===== src/rtl/gray_ctrl_pkg.sv =====
`default_nettype none
// ============================================================================
// Module : gray_ctrl_pkg
// Purpose: Shared types, limits and conversion helpers for the shared
//          binary/Gray conversion scheduler.
// Contents:
//   state_e        output-register FSM state {EMPTY, FULL}
//   RR_MAX_NREQ    largest supported requester count
//   CONV_MAX_W     largest supported code word width
//   bin2gray()     width-generic binary->Gray (zero-extended operand)
//   gray2bin()     width-generic Gray->binary (zero-extended operand)
// Revision: 1.0 - initial release
// ============================================================================
package gray_ctrl_pkg;

  typedef enum logic [0:0] {
    EMPTY = 1'b0,
    FULL  = 1'b1
  } state_e;

  localparam int RR_MAX_NREQ = 16;
  localparam int CONV_MAX_W  = 64;

  // Zero-extension above the real MSB makes the top bit pass straight
  // through, so one wide function serves every WIDTH up to CONV_MAX_W.
  function automatic logic [CONV_MAX_W-1:0] bin2gray(input logic [CONV_MAX_W-1:0] b);
    return b ^ (b >> 1);
  endfunction

  // Prefix XOR from the MSB down; zero-extended upper bits contribute nothing.
  function automatic logic [CONV_MAX_W-1:0] gray2bin(input logic [CONV_MAX_W-1:0] g);
    logic [CONV_MAX_W-1:0] b;
    b[CONV_MAX_W-1] = g[CONV_MAX_W-1];
    for (int i = CONV_MAX_W - 2; i >= 0; i--) begin
      b[i] = b[i+1] ^ g[i];
    end
    return b;
  endfunction

endpackage : gray_ctrl_pkg
`default_nettype wire


===== src/rtl/gray_conv_core.sv =====
`default_nettype none
// ============================================================================
// Module : gray_conv_core
// Purpose: Combinational WIDTH-bit code converter.
// Macro  : GRAY_DECODE_EN - adds dir_i (0 = binary->Gray, 1 = Gray->binary)
// Ports  :
//   data_i  in   WIDTH  word to convert
//   dir_i   in   1      conversion direction (GRAY_DECODE_EN only)
//   data_o  out  WIDTH  converted word
// Revision: 1.0 - initial release
// ============================================================================
module gray_conv_core
  import gray_ctrl_pkg::*;
#(
  parameter int WIDTH = 4
) (
  input  logic [WIDTH-1:0] data_i,
`ifdef GRAY_DECODE_EN
  input  logic             dir_i,
`endif
  output logic [WIDTH-1:0] data_o
);

  logic [WIDTH-1:0] enc;

  assign enc = WIDTH'(bin2gray(CONV_MAX_W'(data_i)));

`ifdef GRAY_DECODE_EN
  logic [WIDTH-1:0] dec;
  assign dec    = WIDTH'(gray2bin(CONV_MAX_W'(data_i)));
  assign data_o = dir_i ? dec : enc;
`else
  assign data_o = enc;
`endif

endmodule : gray_conv_core
`default_nettype wire


===== src/rtl/gray_conv_scheduler.sv =====
`default_nettype none
// ============================================================================
// Module : gray_conv_scheduler
// Purpose: Round-robin arbiter sharing one code converter among NREQ
//          requesters; results are held in one output register that drains
//          through a valid/ready handshake.
// Macro  : GRAY_DECODE_EN - adds req_dir / out_dir (Gray->binary option)
// Ports  :
//   clk        in   1           rising-edge clock
//   rst        in   1           asynchronous active-high reset
//   req_valid  in   NREQ        requester i presents a word
//   req_data   in   NREQ*WIDTH  word of requester i at [i*WIDTH +: WIDTH]
//   req_dir    in   NREQ        per-requester direction (GRAY_DECODE_EN)
//   req_ready  out  NREQ        one-hot grant, combinational
//   out_valid  out  1           output register holds a word
//   out_ready  in   1           consumer takes the word
//   out_data   out  WIDTH       converted word
//   out_id     out  IDW         index of the producing requester
//   out_dir    out  1           direction of the held word (GRAY_DECODE_EN)
//   busy       out  1           FSM in FULL
// Revision: 1.0 - initial release
// ============================================================================
module gray_conv_scheduler
  import gray_ctrl_pkg::*;
#(
  parameter int WIDTH = 4,
  parameter int NREQ  = 4,
  localparam int IDW  = $clog2(NREQ)
) (
  input  logic                  clk,
  input  logic                  rst,
  input  logic [NREQ-1:0]       req_valid,
  input  logic [NREQ*WIDTH-1:0] req_data,
`ifdef GRAY_DECODE_EN
  input  logic [NREQ-1:0]       req_dir,
  output logic                  out_dir,
`endif
  output logic [NREQ-1:0]       req_ready,
  output logic                  out_valid,
  input  logic                  out_ready,
  output logic [WIDTH-1:0]      out_data,
  output logic [IDW-1:0]        out_id,
  output logic                  busy
);

  state_e           state_q;
  logic [IDW-1:0]   rr_ptr_q;
  logic [IDW-1:0]   rr_ptr_d;
  logic [WIDTH-1:0] out_data_q;
  logic [IDW-1:0]   out_id_q;

  logic             slot;
  logic             found;
  logic [IDW-1:0]   gnt_idx;
  logic             load;
  logic [WIDTH-1:0] sel_data;
  logic [WIDTH-1:0] conv_data;

  // A grant slot exists when the register is free now or drains this cycle.
  assign slot = (state_q == EMPTY) || out_ready;

  // First valid requester at or after rr_ptr, searching modulo NREQ.
  always_comb begin
    int idx;
    found   = 1'b0;
    gnt_idx = '0;
    for (int off = 0; off < NREQ; off++) begin
      idx = int'(rr_ptr_q) + off;
      if (idx >= NREQ) idx = idx - NREQ;
      if (!found && req_valid[idx]) begin
        found   = 1'b1;
        gnt_idx = IDW'(idx);
      end
    end
  end

  assign rr_ptr_d = (int'(gnt_idx) == NREQ - 1) ? '0 : gnt_idx + IDW'(1);
  assign load     = slot && found;

  // rst gates the grant so no requester sees an accept while the block is
  // being cleared.
  always_comb begin
    req_ready = '0;
    if (load && !rst) req_ready[gnt_idx] = 1'b1;
  end

  assign sel_data = req_data[gnt_idx*WIDTH +: WIDTH];

  gray_conv_core #(
    .WIDTH (WIDTH)
  ) u_core (
    .data_i (sel_data),
`ifdef GRAY_DECODE_EN
    .dir_i  (req_dir[gnt_idx]),
`endif
    .data_o (conv_data)
  );

`ifdef GRAY_DECODE_EN
  logic out_dir_q;
  always_ff @(posedge clk or posedge rst) begin
    if (rst)       out_dir_q <= 1'b0;
    else if (load) out_dir_q <= req_dir[gnt_idx];
  end
  assign out_dir = out_dir_q;
`endif

  always_ff @(posedge clk or posedge rst) begin
    if (rst) begin
      state_q    <= EMPTY;
      rr_ptr_q   <= '0;
      out_data_q <= '0;
      out_id_q   <= '0;
    end else begin
      if (load) begin
        state_q    <= FULL;
        rr_ptr_q   <= rr_ptr_d;
        out_data_q <= conv_data;
        out_id_q   <= gnt_idx;
      end else if (state_q == FULL && out_ready) begin
        state_q <= EMPTY;
      end
    end
  end

  assign out_valid = (state_q == FULL);
  assign busy      = (state_q == FULL);
  assign out_data  = out_data_q;
  assign out_id    = out_id_q;

endmodule : gray_conv_scheduler
`default_nettype wire


===== config.mk =====
export PLATFORM = sky130hd
export DESIGN_NAME = gray_conv_scheduler
export DESIGN_NICKNAME = d
export VERILOG_FILES = /design/src/rtl/gray_ctrl_pkg.sv /design/src/rtl/gray_conv_core.sv /design/src/rtl/gray_conv_scheduler.sv
export SDC_FILE = /design/constraint.sdc
export NUM_CORES = 1
export LEC_CHECK = 0
export ABC_AREA = 0
export BUFFER_PORTS_ARGS = -buffer_cell sky130_fd_sc_hd__buf_2
export CORE_MARGIN = 4
export CORE_UTILIZATION = 45
export CTS_CLUSTER_DIAMETER = 40
export DETAILED_ROUTE_END_ITERATION = 8
export PLACE_DENSITY = 0.77
export SLEW_MARGIN = 5
export SYNTH_ARGS = -nofsm -noshare
export SYNTH_HDL_FRONTEND = slang
export SYNTH_SLANG_ARGS = --single-unit

===== constraint.sdc =====
create_clock -name clk -period 2.3 [get_ports clk]
set_input_delay 0.23 -clock clk [delete_from_list [all_inputs] [get_ports clk]]
set_output_delay 0.23 -clock clk [all_outputs]
set_load 0.05 [all_outputs]

==> summary.md <==
| Metric | Value |
|---|---|
| Run status | finished clean |
| Total Routing Usage GR | approximately 14% |
| CP Max Fanout | 7 |
| Remaining global-route overflow | 0 |
| Routed len/inst | 12.7 µm |
| Initial antenna violation count | 0 |
| Cell-internal power | 0.497 mW |
| Vias after detailed routing | 705 |
| Worst reg2reg path startpoint | rr_ptr_q[1] |
| Sequential Power Share | 27.1% |
| Peak supply drop | 568 µV |
| Clock sink total | 9 |
| I/O pins | 35 |
| Root Buffer | sky130_fd_sc_hd__clkbuf_4 |
| Vias in the first global route | between 600 and 700 |
| Die height | ~50 µm |
| Register area share after synthesis | between 20 and 30% |
| Share of the clock period used by the worst path | 95.3% |
| I/O Buffers | 34 |
| Worst R2R Path Depth | 6 |
| Most common library cell in the layout ignoring fill and taps | sky130_fd_sc_hd__buf_2 |
| Post-detailed-routing wire length | 1730 µm |
| Post-synth EDFFs | 0 |
| Number of DRC violations after detailed-routing iteration 0 | 9 |
| Global-route layer with the greatest usage | met2 |
| Path type of the worst min-delay path | in2reg |
| Pre-Repair DR Iteration Count | 4 |
| Relative max-transition margin | 58.8% |
| Later-pin clock latency in the skew report | 0.25 ns |
| P_sw | 0.451 mW |
| Met2 Usage GRT | between 20% and 30% |
| Die width | 49.9 µm |
| Routed via count divided by cell count | 5.18 |
| Number of setup violations in the final report | 0 |
| Area overhead of the layout relative to synthesis | 28.4% |
| Worst hold path startpoint | req_valid[3] |
| Final count of hold timing violations | 0 |
| Pin slew with the least headroom to its limit | between 0.6 and 0.7 ns |
| Standard cell core area | 1580 µm² |
| Maximum frequency from static timing analysis | approximately 0.46 GHz |
| Power density over the cells | 935 nW/µm² |
| Async set or reset register ratio after synthesis | 100% |
| Final worst clock skew | approximately 0.0013 ns |
| Flops & latches, synth | 9 |
| Met1 Resource Use GR | between 10% and 20% |
| Worst endpoint data arrival time | 1.96 ns |
| Top FF cell, synth | sky130_fd_sc_hd__dfrtp_1 |
| Unrepaired setup endpoints after global routing | no |
| Average instance area after synthesis | around 9.6 µm² |
| Final worst path period need | 2.19 ns |
| Non-Filler Cell Area, Final | 1010 µm² |
| Half-perimeter wire length after detailed placement | about 1400 µm |
| Commonest non-fill, non-tap cells in the layout | sky130_fd_sc_hd__buf_2, sky130_fd_sc_hd__mux2i_1, sky130_fd_sc_hd__nand2_1 |
| Combinational power share | about three fifths |
| Net count reported at finish | 148 |
| Global placer's final weighted congestion | 0.739 |
| Pin count of the biggest net entering global routing | 17 |
| H-tree level count | 1 |
| Number of violations of the max-capacitance limit | 0 |
| Clock slew seen by the registers of the worst setup and hold paths | 0.06 ns |
| Proportion of total power due to net switching | 47.6% |
| Number of instances in the synthesized netlist | 82 |
| Leakage | 0.521 nW |
| DRC | 0 |
| Total negative setup slack | 0 ns |
| Worst Hold Endpoint | busy |
| Fillcell total | 130 |
| Part of the power in the clock network | 12.3% |
| Final ANT Viol Nets | 0 |
| Critical Setup Path Class | reg2out |
| Total CTS buffers | 3 |
| Global Route met3 Usage | 3.61% |
| Setup crit end kind | output port |
| Startpoint type of the worst setup path | flip-flop |
| Global-route wire length before repair | 2820 µm |
| Reg-to-reg slack, setup | 0.50 ns |
| Initial standard-cell utilization of the core | 50.1% |
| CTS tree | yes |
| RR Endpoint | out_data[3] |
| Standard cell area after detailed placement | about 960 µm² |
| Number of distinct library cells after synthesis | 30 |
| Diode insertion count for antenna repair | 0 |
| Std cell rows | 14 |
| Fraction of final layout cells with drive strength greater than 1 | 40.0% |
| Number of warnings printed during yosys synthesis | 0 |
| Maximum count of clock buffers along a single path | 2 |
| Number of cells traversed by the worst hold path | 3 |
| Final max-slew violation count | 0 |
| Die Outline Area | roughly 2500 µm² |
| Post-Synthesis Cell Area | 790 µm² |
| Net count of the mapped netlist | 109 |
| Required time at the worst-slack endpoint | 2.07 ns |
## kinds of logic (layout without fill, tap and decap cells)
kind of cell    Yosys count  after routing  share of synthesized area [%]
compound gates           16             16                           17.0
xor+xnor                  8              8                           8.88
buf+inv                  11             49                           8.08
mux                      15             15                           20.3
fa+ha+maj                 4              4                           6.34
simple gates             19             19                           10.9
flops                     9              9                           28.5
## final cells by class
class,count,area [µm²],area share [%]
Sequential cell,9,226,22.3
Timing Repair Buffer,38,211,20.9
Tap cell,16,20.0,1.98
Inverter,7,28.8,2.84
Clock buffer,4,26.3,2.59
Multi-Input combinational cell,62,500,49.4
## worst max path at each step
| stage | startpoint | endpoint | slack [ns] | cells after the start |
|---|---|---|---|---|
| after floorplan | busy | req_ready[0] | 0.22 | 3 |
| after global placement | rr_ptr_q[1] | req_ready[0] | 0.34 | 8 |
| after detailed placement | rr_ptr_q[1] | req_ready[0] | 0.29 | 8 |
| after CTS | rr_ptr_q[1] | req_ready[0] | 0.003 | 8 |
| after global routing | rr_ptr_q[1] | req_ready[0] | 0.02 | 8 |
| final | rr_ptr_q[1] | req_ready[2] | 0.11 | 8 |
## cells in the mapped netlist (2+ instances only)
| master | number | area share [%] |
|---|---|---|
| sky130_fd_sc_hd__a21boi_1 | 2 | 1.9 |
| sky130_fd_sc_hd__a21oi_1 | 3 | 1.9 |
| sky130_fd_sc_hd__a41oi_1 | 2 | 2.2 |
| sky130_fd_sc_hd__and3_1 | 4 | 3.2 |
| sky130_fd_sc_hd__dfrtp_1 | 9 | 29 |
| sky130_fd_sc_hd__ha_1 | 4 | 6.3 |
| sky130_fd_sc_hd__inv_1 | 6 | 2.9 |
| sky130_fd_sc_hd__mux2_1 | 3 | 4.3 |
| sky130_fd_sc_hd__mux2i_1 | 10 | 13 |
| sky130_fd_sc_hd__nand2_1 | 9 | 4.3 |
| sky130_fd_sc_hd__nor2_1 | 4 | 1.9 |
| sky130_fd_sc_hd__o211ai_1 | 2 | 1.9 |
| sky130_fd_sc_hd__xnor2_1 | 6 | 6.7 |
| sky130_fd_sc_hd__xor2_1 | 2 | 2.2 |
## metal layers
| metal | share of wire (%) | up-vias | wire (µm) |
|---|---|---|---|
| li1 | - | 366 | - |
| met1 | 46 | 317 | 790 |
| met2 | 48 | 19 | 832 |
| met3 | 5.2 | 3 | 90 |
| met4 | 0.98 | 0 | 17 |
| met5 | 0 | - | 0 |
## through the flow
stage                     utilization (%)  cells  hold WS (ns)  worst slack [ns]  power, mW
after CTS                            63.0    135         0.217           0.00347      0.936
after floorplan                         -     82        0.0783             0.224      0.700
after global placement               60.7    130         0.230             0.339      0.799
after detailed placement             60.7    130         0.231             0.286      0.812
after global routing                 64.3    136         0.248            0.0183       1.01
final                                64.3    136         0.227             0.108      0.948
## registers in the layout, summed over array words and instances (netlist names)
signal    cells
rr_ptr_q      2
out_id        2
out_data      4
busy          1
## worst max-delay path, cell delays in order, from the launching register on
cell and delay (ns):
sky130_fd_sc_hd__dfrtp_2 0.41, sky130_fd_sc_hd__mux2i_1 0.20, sky130_fd_sc_hd__nor2_1 0.06, sky130_fd_sc_hd__a311oi_2 0.24
sky130_fd_sc_hd__buf_4 0.20, sky130_fd_sc_hd__inv_4 0.06, sky130_fd_sc_hd__ha_1 0.18, sky130_fd_sc_hd__and3_1 0.16
sky130_fd_sc_hd__buf_4 0.18
## power by group through the flow
stage	Sequential [mW]	Clock [mW]	Combinational, mW
after floorplan	0.398	0	0.303
after global routing	0.263	0.132	0.616
after detailed placement	0.259	0	0.553
after global placement	0.255	0	0.544
final	0.257	0.117	0.575
after CTS	0.256	0.124	0.556
## what timing repair did
| action | in CTS | in global routing |
|---|---|---|
| endpoints found under the setup margin | 0 | 4 |
| endpoints found under the hold margin | 9 | 0 |
| hold buffers | 1 | 0 |
| resized for setup | 0 | 7 |
| setup buffers | 0 | 1 |
Power figures use the tool's default switching activity.
